[config.mk]
export PLATFORM = sky130hd
export DESIGN_NAME = fp_div_iter
export DESIGN_NICKNAME = d
export VERILOG_FILES = /design/src/rtl/fp_pkg.sv /design/src/rtl/fp_lzc.sv /design/src/rtl/fp_div_iter.sv
export SDC_FILE = /design/constraint.sdc
export NUM_CORES = 1
export LEC_CHECK = 0
export BUFFER_PORTS_ARGS = -buffer_cell sky130_fd_sc_hd__buf_2
export CAP_MARGIN = 30
export CORE_MARGIN = 3
export CORE_UTILIZATION = 40
export DETAILED_ROUTE_END_ITERATION = 10
export PLACE_DENSITY = 0.63
export REMOVE_ABC_BUFFERS = 1
export SETUP_SLACK_MARGIN = 0.2
export SKIP_LAST_GASP = 1
export SYNTH_ARGS = -nofsm -noshare
export SYNTH_HDL_FRONTEND = slang
export SYNTH_SLANG_ARGS = --single-unit
export TNS_END_PERCENT = 1
[constraint.sdc]
create_clock -name clk -period 6.35 [get_ports clk]
set_input_delay 0 -clock clk [delete_from_list [all_inputs] [get_ports clk]]
set_output_delay 0 -clock clk [all_outputs]
set_load 0.1 [all_outputs]
[src/rtl/fp_pkg.sv]
// Shared FP helpers: FSM encodings, exponent constants and field extraction.
// Used by the iterative divider and intended for the iterative multiplier.
package fp_pkg;

  localparam logic [2:0] ST_IDLE = 3'd0;
  localparam logic [2:0] ST_NORM = 3'd1;
  localparam logic [2:0] ST_DIV  = 3'd2;
  localparam logic [2:0] ST_PACK = 3'd3;
  localparam logic [2:0] ST_DONE = 3'd4;

  localparam logic [63:0] EXC_ONES = '1;

  function automatic int bias_of(input int exp_w);
    return (1 << (exp_w - 1)) - 1;
  endfunction

  function automatic int exp_max_of(input int exp_w);
    return (1 << exp_w) - 1;
  endfunction

  function automatic logic [63:0] fld_exp(input logic [63:0] w, input int exp_w, input int man_w);
    return (w >> man_w) & ((64'd1 << exp_w) - 64'd1);
  endfunction

  function automatic logic [63:0] fld_man(input logic [63:0] w, input int man_w);
    return w & ((64'd1 << man_w) - 64'd1);
  endfunction

  function automatic logic fld_sign(input logic [63:0] w, input int exp_w, input int man_w);
    return 1'((w >> (exp_w + man_w)) & 64'd1);
  endfunction

endpackage

[src/rtl/fp_lzc.sv]
// Parametric leading-zero counter; an all-zero input returns W.
module fp_lzc #(
  parameter int W = 24,
  localparam int CW = $clog2(W + 1)
) (
  input  logic [W-1:0]  x,
  output logic [CW-1:0] cnt
);

  // Scanning upward lets the highest set bit win.
  always_comb begin
    cnt = CW'(W);
    for (int i = 0; i < W; i++)
      if (x[i]) cnt = CW'(W - 1 - i);
  end

endmodule

[src/rtl/fp_div_iter.sv]
// Multi-cycle FP divider: restoring radix-2, one quotient bit per clock.
// FP_DIV_RNE_EN selects round-to-nearest-even; otherwise the quotient is truncated.
module fp_div_iter
  import fp_pkg::*;
#(
  parameter int EXP_W = 8,
  parameter int MAN_W = 23
) (
  input  logic                     clk,
  input  logic                     rst,
  input  logic                     in_valid,
  output logic                     in_ready,
  input  logic [EXP_W+MAN_W:0]     a,
  input  logic [EXP_W+MAN_W:0]     b,
  output logic                     out_valid,
  input  logic                     out_ready,
  output logic [EXP_W+MAN_W:0]     result,
  output logic                     overflow,
  output logic                     underflow,
  output logic                     exception,
  output logic                     div_by_zero
);

  localparam int FW      = 1 + EXP_W + MAN_W;
  localparam int M_W     = MAN_W + 1;
  localparam int R_W     = MAN_W + 2;
  localparam int Q_W     = MAN_W + 3;
  localparam int E_W     = EXP_W + 2;
  localparam int CW      = $clog2(M_W + 1);
  localparam int NW      = $clog2(Q_W);
  localparam int BIAS    = bias_of(EXP_W);
  localparam int EXP_MAX = exp_max_of(EXP_W);

  logic [2:0]     state;
  logic [FW-1:0]  a_r, b_r;
  logic           exc_r, dbz_r, az_r;
  logic [E_W-1:0] e_r;
  logic [R_W-1:0] rem_r;
  logic [Q_W-1:0] q_r;
  logic [M_W-1:0] mb_r;
  logic [NW-1:0]  cnt_r;

  assign in_ready  = (state == ST_IDLE) & ~rst;
  assign out_valid = (state == ST_DONE) & ~rst;

  // Operand unpack and normalisation, consumed in NORM.
  logic [EXP_W-1:0] ea_f, eb_f, ea_e, eb_e;
  logic [MAN_W-1:0] ma_f, mb_f;
  logic             a_sub, b_sub, a_zero, b_zero, exc_n, dbz_n, ge0;
  logic [M_W-1:0]   ma_x, mb_x, na, nb, rem0;
  logic [CW-1:0]    sh_a, sh_b;
  logic [E_W-1:0]   e_n;

  fp_lzc #(.W(M_W)) u_lzc_a (.x(ma_x), .cnt(sh_a));
  fp_lzc #(.W(M_W)) u_lzc_b (.x(mb_x), .cnt(sh_b));

  always_comb begin
    ea_f   = EXP_W'(fld_exp(64'(a_r), EXP_W, MAN_W));
    eb_f   = EXP_W'(fld_exp(64'(b_r), EXP_W, MAN_W));
    ma_f   = MAN_W'(fld_man(64'(a_r), MAN_W));
    mb_f   = MAN_W'(fld_man(64'(b_r), MAN_W));
    a_sub  = (ea_f == '0);
    b_sub  = (eb_f == '0);
    a_zero = a_sub && (ma_f == '0);
    b_zero = b_sub && (mb_f == '0);
    exc_n  = (&ea_f) | (&eb_f) | b_zero;
    dbz_n  = b_zero & ~(&ea_f);
    ea_e   = a_sub ? EXP_W'(1) : ea_f;
    eb_e   = b_sub ? EXP_W'(1) : eb_f;
    ma_x   = {~a_sub, ma_f};
    mb_x   = {~b_sub, mb_f};
    na     = ma_x << sh_a;
    nb     = mb_x << sh_b;
    e_n    = E_W'(ea_e) - E_W'(eb_e) + E_W'(BIAS) - E_W'(sh_a) + E_W'(sh_b);
    // First quotient bit is resolved here so DIV needs one cycle fewer.
    ge0    = (na >= nb);
    rem0   = ge0 ? (na - nb) : na;
  end

  // One restoring step per DIV cycle.
  logic [R_W-1:0] dsr, rdiff;
  logic           ge;

  always_comb begin
    dsr   = {1'b0, mb_r};
    ge    = (rem_r >= dsr);
    rdiff = ge ? (rem_r - dsr) : rem_r;
  end

  // Normalise, round and classify, consumed in PACK.
  logic             norm_hi, sticky, rnd_up, sgn, ovf_n, unf_n;
  logic [Q_W-1:0]   qn;
  logic [M_W-1:0]   mant;
  logic [M_W:0]     mant_sum;
  logic [E_W-1:0]   e1, e2;
  logic [MAN_W-1:0] man_o;
  logic [FW-1:0]    res_n;
  logic             pack_unused;

  always_comb begin
    norm_hi  = q_r[Q_W-1];
    qn       = norm_hi ? q_r : {q_r[Q_W-2:0], 1'b0};
    e1       = norm_hi ? e_r : e_r - E_W'(1);
    mant     = qn[Q_W-1:2];
    sticky   = |rem_r;
`ifdef FP_DIV_RNE_EN
    rnd_up   = qn[1] & (qn[0] | sticky | mant[0]);
`else
    rnd_up   = 1'b0;
`endif
    // Carry-out leaves 10..0, i.e. hidden bit set and a zero fraction.
    mant_sum = {1'b0, mant} + (M_W+1)'(rnd_up);
    e2       = mant_sum[M_W] ? e1 + E_W'(1) : e1;
    man_o    = mant_sum[MAN_W-1:0];
    sgn      = fld_sign(64'(a_r), EXP_W, MAN_W) ^ fld_sign(64'(b_r), EXP_W, MAN_W);
    ovf_n    = 1'b0;
    unf_n    = 1'b0;
    if (exc_r)
      res_n = FW'(EXC_ONES);
    else if (az_r)
      res_n = {sgn, {(FW-1){1'b0}}};
    else if (!e2[E_W-1] && (e2 >= E_W'(EXP_MAX))) begin
      ovf_n = 1'b1;
      res_n = {sgn, {EXP_W{1'b1}}, {MAN_W{1'b0}}};
    end else if (e2[E_W-1] || (e2 == '0)) begin
      unf_n = 1'b1;
      res_n = {sgn, {(FW-1){1'b0}}};
    end else
      res_n = {sgn, e2[EXP_W-1:0], man_o};
  end

  assign pack_unused = ^{qn[1:0], sticky, mant_sum[MAN_W], rdiff[R_W-1]};

  always_ff @(posedge clk) begin
    if (rst) begin
      state       <= ST_IDLE;
      a_r         <= '0;
      b_r         <= '0;
      exc_r       <= 1'b0;
      dbz_r       <= 1'b0;
      az_r        <= 1'b0;
      e_r         <= '0;
      rem_r       <= '0;
      q_r         <= '0;
      mb_r        <= '0;
      cnt_r       <= '0;
      result      <= '0;
      overflow    <= 1'b0;
      underflow   <= 1'b0;
      exception   <= 1'b0;
      div_by_zero <= 1'b0;
    end else begin
      case (state)
        ST_IDLE: if (in_valid) begin
          a_r   <= a;
          b_r   <= b;
          state <= ST_NORM;
        end
        ST_NORM: begin
          exc_r <= exc_n;
          dbz_r <= dbz_n;
          az_r  <= a_zero;
          e_r   <= e_n;
          mb_r  <= nb;
          rem_r <= {rem0, 1'b0};
          q_r   <= Q_W'(ge0);
          cnt_r <= NW'(1);
          state <= exc_n ? ST_PACK : ST_DIV;
        end
        ST_DIV: begin
          rem_r <= {rdiff[R_W-2:0], 1'b0};
          q_r   <= {q_r[Q_W-2:0], ge};
          cnt_r <= cnt_r + NW'(1);
          if (cnt_r == NW'(Q_W - 1)) state <= ST_PACK;
        end
        ST_PACK: begin
          result      <= res_n;
          overflow    <= ovf_n;
          underflow   <= unf_n;
          exception   <= exc_r;
          div_by_zero <= dbz_r;
          state       <= ST_DONE;
        end
        ST_DONE: if (out_ready) state <= ST_IDLE;
        default: state <= ST_IDLE;
      endcase
    end
  end

endmodule

==> impl_results.md <==
* DRT Wirelength at 41300 um
* Mapped cell area at 0.0139 mm^2
* Clock-pin slew on the worst setup and hold paths at 90 ps
* Final hold slack at 63.6 ps
* Number of global-route vias before repair at 12700
* Utilization after layout at 0.472
* Clk network pwr share at 0.177
* Cell row count at 67
* Worst r2r src: a_r[27]
* Share of flip-flops with an asynchronous set or reset at 0
* Crit path arrival time at 6140 ps
* CP Capture Type: flop
* Finish-stage setup viols at 0
* Final Total Pwr at 6.30 mW
* Sw frac at 0.461
* Placed cells at 2274
* Peak supply drop at 0.000276 V
* TritonCTS clock tree: done
* Routed wire length per instance at 17.4 um
* Layout cell share with drive strength beyond 1 at 0.123
* Layout area overhead at 15.0%
* Yosys top cell by area: dfxtp_1
* Max Slew Vio Count at 0
* I/O pin cnt at 106
* Post-synthesis sequential area ratio at 0.281
* Critical Path Start Type: flop
* Period Utilization, post-route at 0.910
* # clock sinks at 195
* Initial core utilization at 0.410
* Critical Path RT at 6710 ps
* Final WS setup at 569 ps
* Pwr/cell area at 394 mW/mm^2
* Vias per cell at 5.62
* Detailed-route via count at 13300
* TritonRoute pass-1 iters at 5
* Seq cells post-synth at 195
* Worst-case setup slack after placement at 641 ps
* Multi-input logic area at 0.00913 mm^2
* Grt total ovfl at 0
* Final Non-Filler Cells at 2371
* Design Area, Final at 0.0160 mm^2
* Post-CTS setup buffer count at 0
* Logic pwr share at 0.589
* Worst-Skew Late Latency at 470 ps
* Chip width at 192 um
* FMAX at 0.173 GHz
* Critical path class: flop to flop
* Die Height at 192 um
* Max Cap Viol at 0
* Prevailing post-synth register cell: dfxtp_1
* Largest cells by area after synthesis: dfxtp_1 (28%), mux2i_1 (7.6%), a21oi_1 (6.8%)
* Antenna-violating nets left at 0
* Num CTS Buffers at 17
* Ant diodes at 0
* Crit path max fanout at 19
* DP HPWL at 30300 um
* R2r setup slk at 570 ps
* Core Footprint at 0.0339 mm^2
* Worst clock skew at 16.4 ps
* GR Util All Layers at 0.224
* DRC viols at 0
* Pleak at 6.65 nW
* Worst-case reg-to-reg path depth at 20
* Crit path time final at 5780 ps
* Hold Path Origin: rst
* Final #Nets at 2053
* Post-synth EDFFs at 0
* Hold WC Path Type: primary input to flop
* Relative max-transition margin at 0.394
* Sequential power share at 0.234
* Status: complete, no violations
* Die area at 0.0370 mm^2
* # port buffers at 105
* H-tree Lvls at 4
* Library cells used by synthesis at 78
* GPL Wtd Cong at 0.918
* RR Endpoint: rem_r[12]
* Cells on Worst Hold Path at 2
* Synthesis Warnings at 0
* TNS Setup at 0 ps
* Hold EP: mb_r[1]
* Net Switching at 2.91 mW
* Worst Tran Pin Value at 909 ps
* FF+latch area at 0.00390 mm^2
* Largest net degree at the start of global routing at 98
* Final hold viol count at 0
* Initial antenna violation count at 0
* Clock root buffer: clkbuf_16
* Dpl cell area at 0.0147 mm^2
* First-pass GRT wire length at 67500 um
* Synth top area share at 0.281
* RSZ-0062 raised after global routing: false
* Iteration-0 DRC Markers at 932
* Synthesized instance count at 1822
* Synth Area per Inst at 7.63 um^2
* FILL cells at 3389
* Deepest clock path buffer count at 2
* Int Power at 3.39 mW
kinds of logic after synthesis:
kind of cell               count (synthesis)  share of synthesized area
xor gates and xnor gates                  61                     0.0384
and+or+nand+nor                          612                      0.197
AOI/OAI and AO/OA                        519                      0.240
adders and majority gates                 75                     0.0724
muxes                                    144                      0.107
DFF                                      195                      0.281
buffers and inverters                    216                     0.0647
synthesized netlist by cell type, types with 4 or more instances:
library cell and count:
a2111oi_0 6, a211oi_1 30, a21o_1 28, a21oi_1 190, a221oi_1 26, a22oi_1 32
a311oi_1 5, a31oi_1 14, and2_1 9, buf_1 13, buf_2 24, buf_6 6
clkbuf_1 85, dfxtp_1 195, fa_1 9, ha_1 66, inv_1 81, mux2_2 38
mux2i_1 106, nand2_1 228, nand2b_1 29, nand3_1 27, nand3b_1 4, nand4_1 15
nor2_1 210, nor2b_1 11, nor3_1 27, nor4_1 24, nor4_2 6, o211ai_1 6
o21a_1 10, o21ai_0 74, o21ai_1 9, o21bai_1 14, o221ai_1 9, o22a_1 4
o22ai_1 15, o31a_1 4, o41ai_1 4, or3_1 6, xnor2_1 36, xor2_1 25
worst max-delay path: stages (launching register included):
cell and delay [ps]:
dfxtp_1 350, nor4_2 340, nand2_1 250, nor4_2 580, nand2_1 100, buf_4 230, inv_1 130, buf_4 270
mux2i_1 340, mux2i_1 170, o22ai_1 380, ha_1 380, nand4_1 170, nor2_1 70, a211oi_1 290, buf_4 190
o221ai_1 250, o21ai_2 300, nand2b_1 420, nor2_1 100, a2111oi_1 350
power by group through the flow:
stage	combinational, mW	clock [mW]	sequential [mW]
after global routing	4.12	1.19	1.49
after floorplan	2.68	0	1.49
after global placement	3.59	0	1.49
after CTS	3.68	1.15	1.47
final	3.71	1.12	1.47
after detailed placement	3.62	0	1.50
cells in the final DEF (no fill, tap or decap), types with 8 or more instances in the layout:
| cell | instances |
|---|---|
| nand2_1 | 227 |
| nor2_1 | 208 |
| dfxtp_1 | 195 |
| a21oi_1 | 190 |
| mux2i_1 | 105 |
| buf_2 | 104 |
| inv_1 | 81 |
| o21ai_0 | 74 |
| ha_1 | 66 |
| dlygate4sd3_1 | 65 |
| mux2_2 | 38 |
| xnor2_1 | 36 |
| a22oi_1 | 32 |
| a211oi_1 | 30 |
| nand2b_1 | 29 |
| buf_4 | 29 |
| a21o_1 | 28 |
| nor3_1 | 27 |
| nand3_1 | 27 |
| a221oi_1 | 26 |
| xor2_1 | 25 |
| nor4_1 | 24 |
| clkbuf_16 | 17 |
| nand4_1 | 15 |
| o22ai_1 | 15 |
| o21bai_1 | 14 |
| a31oi_1 | 13 |
| nor2b_1 | 11 |
| o21a_1 | 10 |
| o221ai_1 | 9 |
| fa_1 | 9 |
| o21ai_1 | 8 |
| and2_1 | 8 |
repair_timing:
item,in CTS,in global routing
endpoints found under the hold margin,65,0
setup endpoints to repair,0,6
hold buffers,65,0
resized for setup,0,1
sequential cells by signal (all words and copies together) (netlist names):
name / flops
a_r: 32
b_r: 32
result: 32
q_r: 26
mb_r: 24
rem_r: 24
e_r: 10
cnt_r: 5
state: 3
az_r: 1
dbz_r: 1
div_by_zero: 1
exc_r: 1
exception: 1
overflow: 1
underflow: 1
worst max-delay path by stage:
stage / from / to / slack (ps) / depth (start not counted)
6_report: a_r[27] / rem_r[12] / 570 / 20
5_1_grt: a_r[27] / rem_r[12] / 230 / 20
4_1_cts: b_r[1] / rem_r[12] / 590 / 19
3_5_place_dp: b_r[0] / rem_r[12] / 640 / 19
3_3_place_gp: a_r[27] / rem_r[6] / 690 / 22
2_1_floorplan: a_r[1] / rem_r[23] / -230 / 18
cell type report:
type / count / area share
multi-input combinational: 1411 / 0.571
sequential: 195 / 0.244
timing repair buffer: 202 / 0.0918
tap: 448 / 0.0351
clock buffer: 17 / 0.0266
inverter: 83 / 0.0195
clock inverter: 15 / 0.0112
layer usage:
metal,vias up,part of all wire,GRT usage
met5,-,0,0
met4,0,0.018,0.0636
met3,34,0.043,0.0267
met2,322,0.46,0.364
met1,6294,0.48,0.313
li1,6684,-,-
Power figures use the tool's default switching activity.
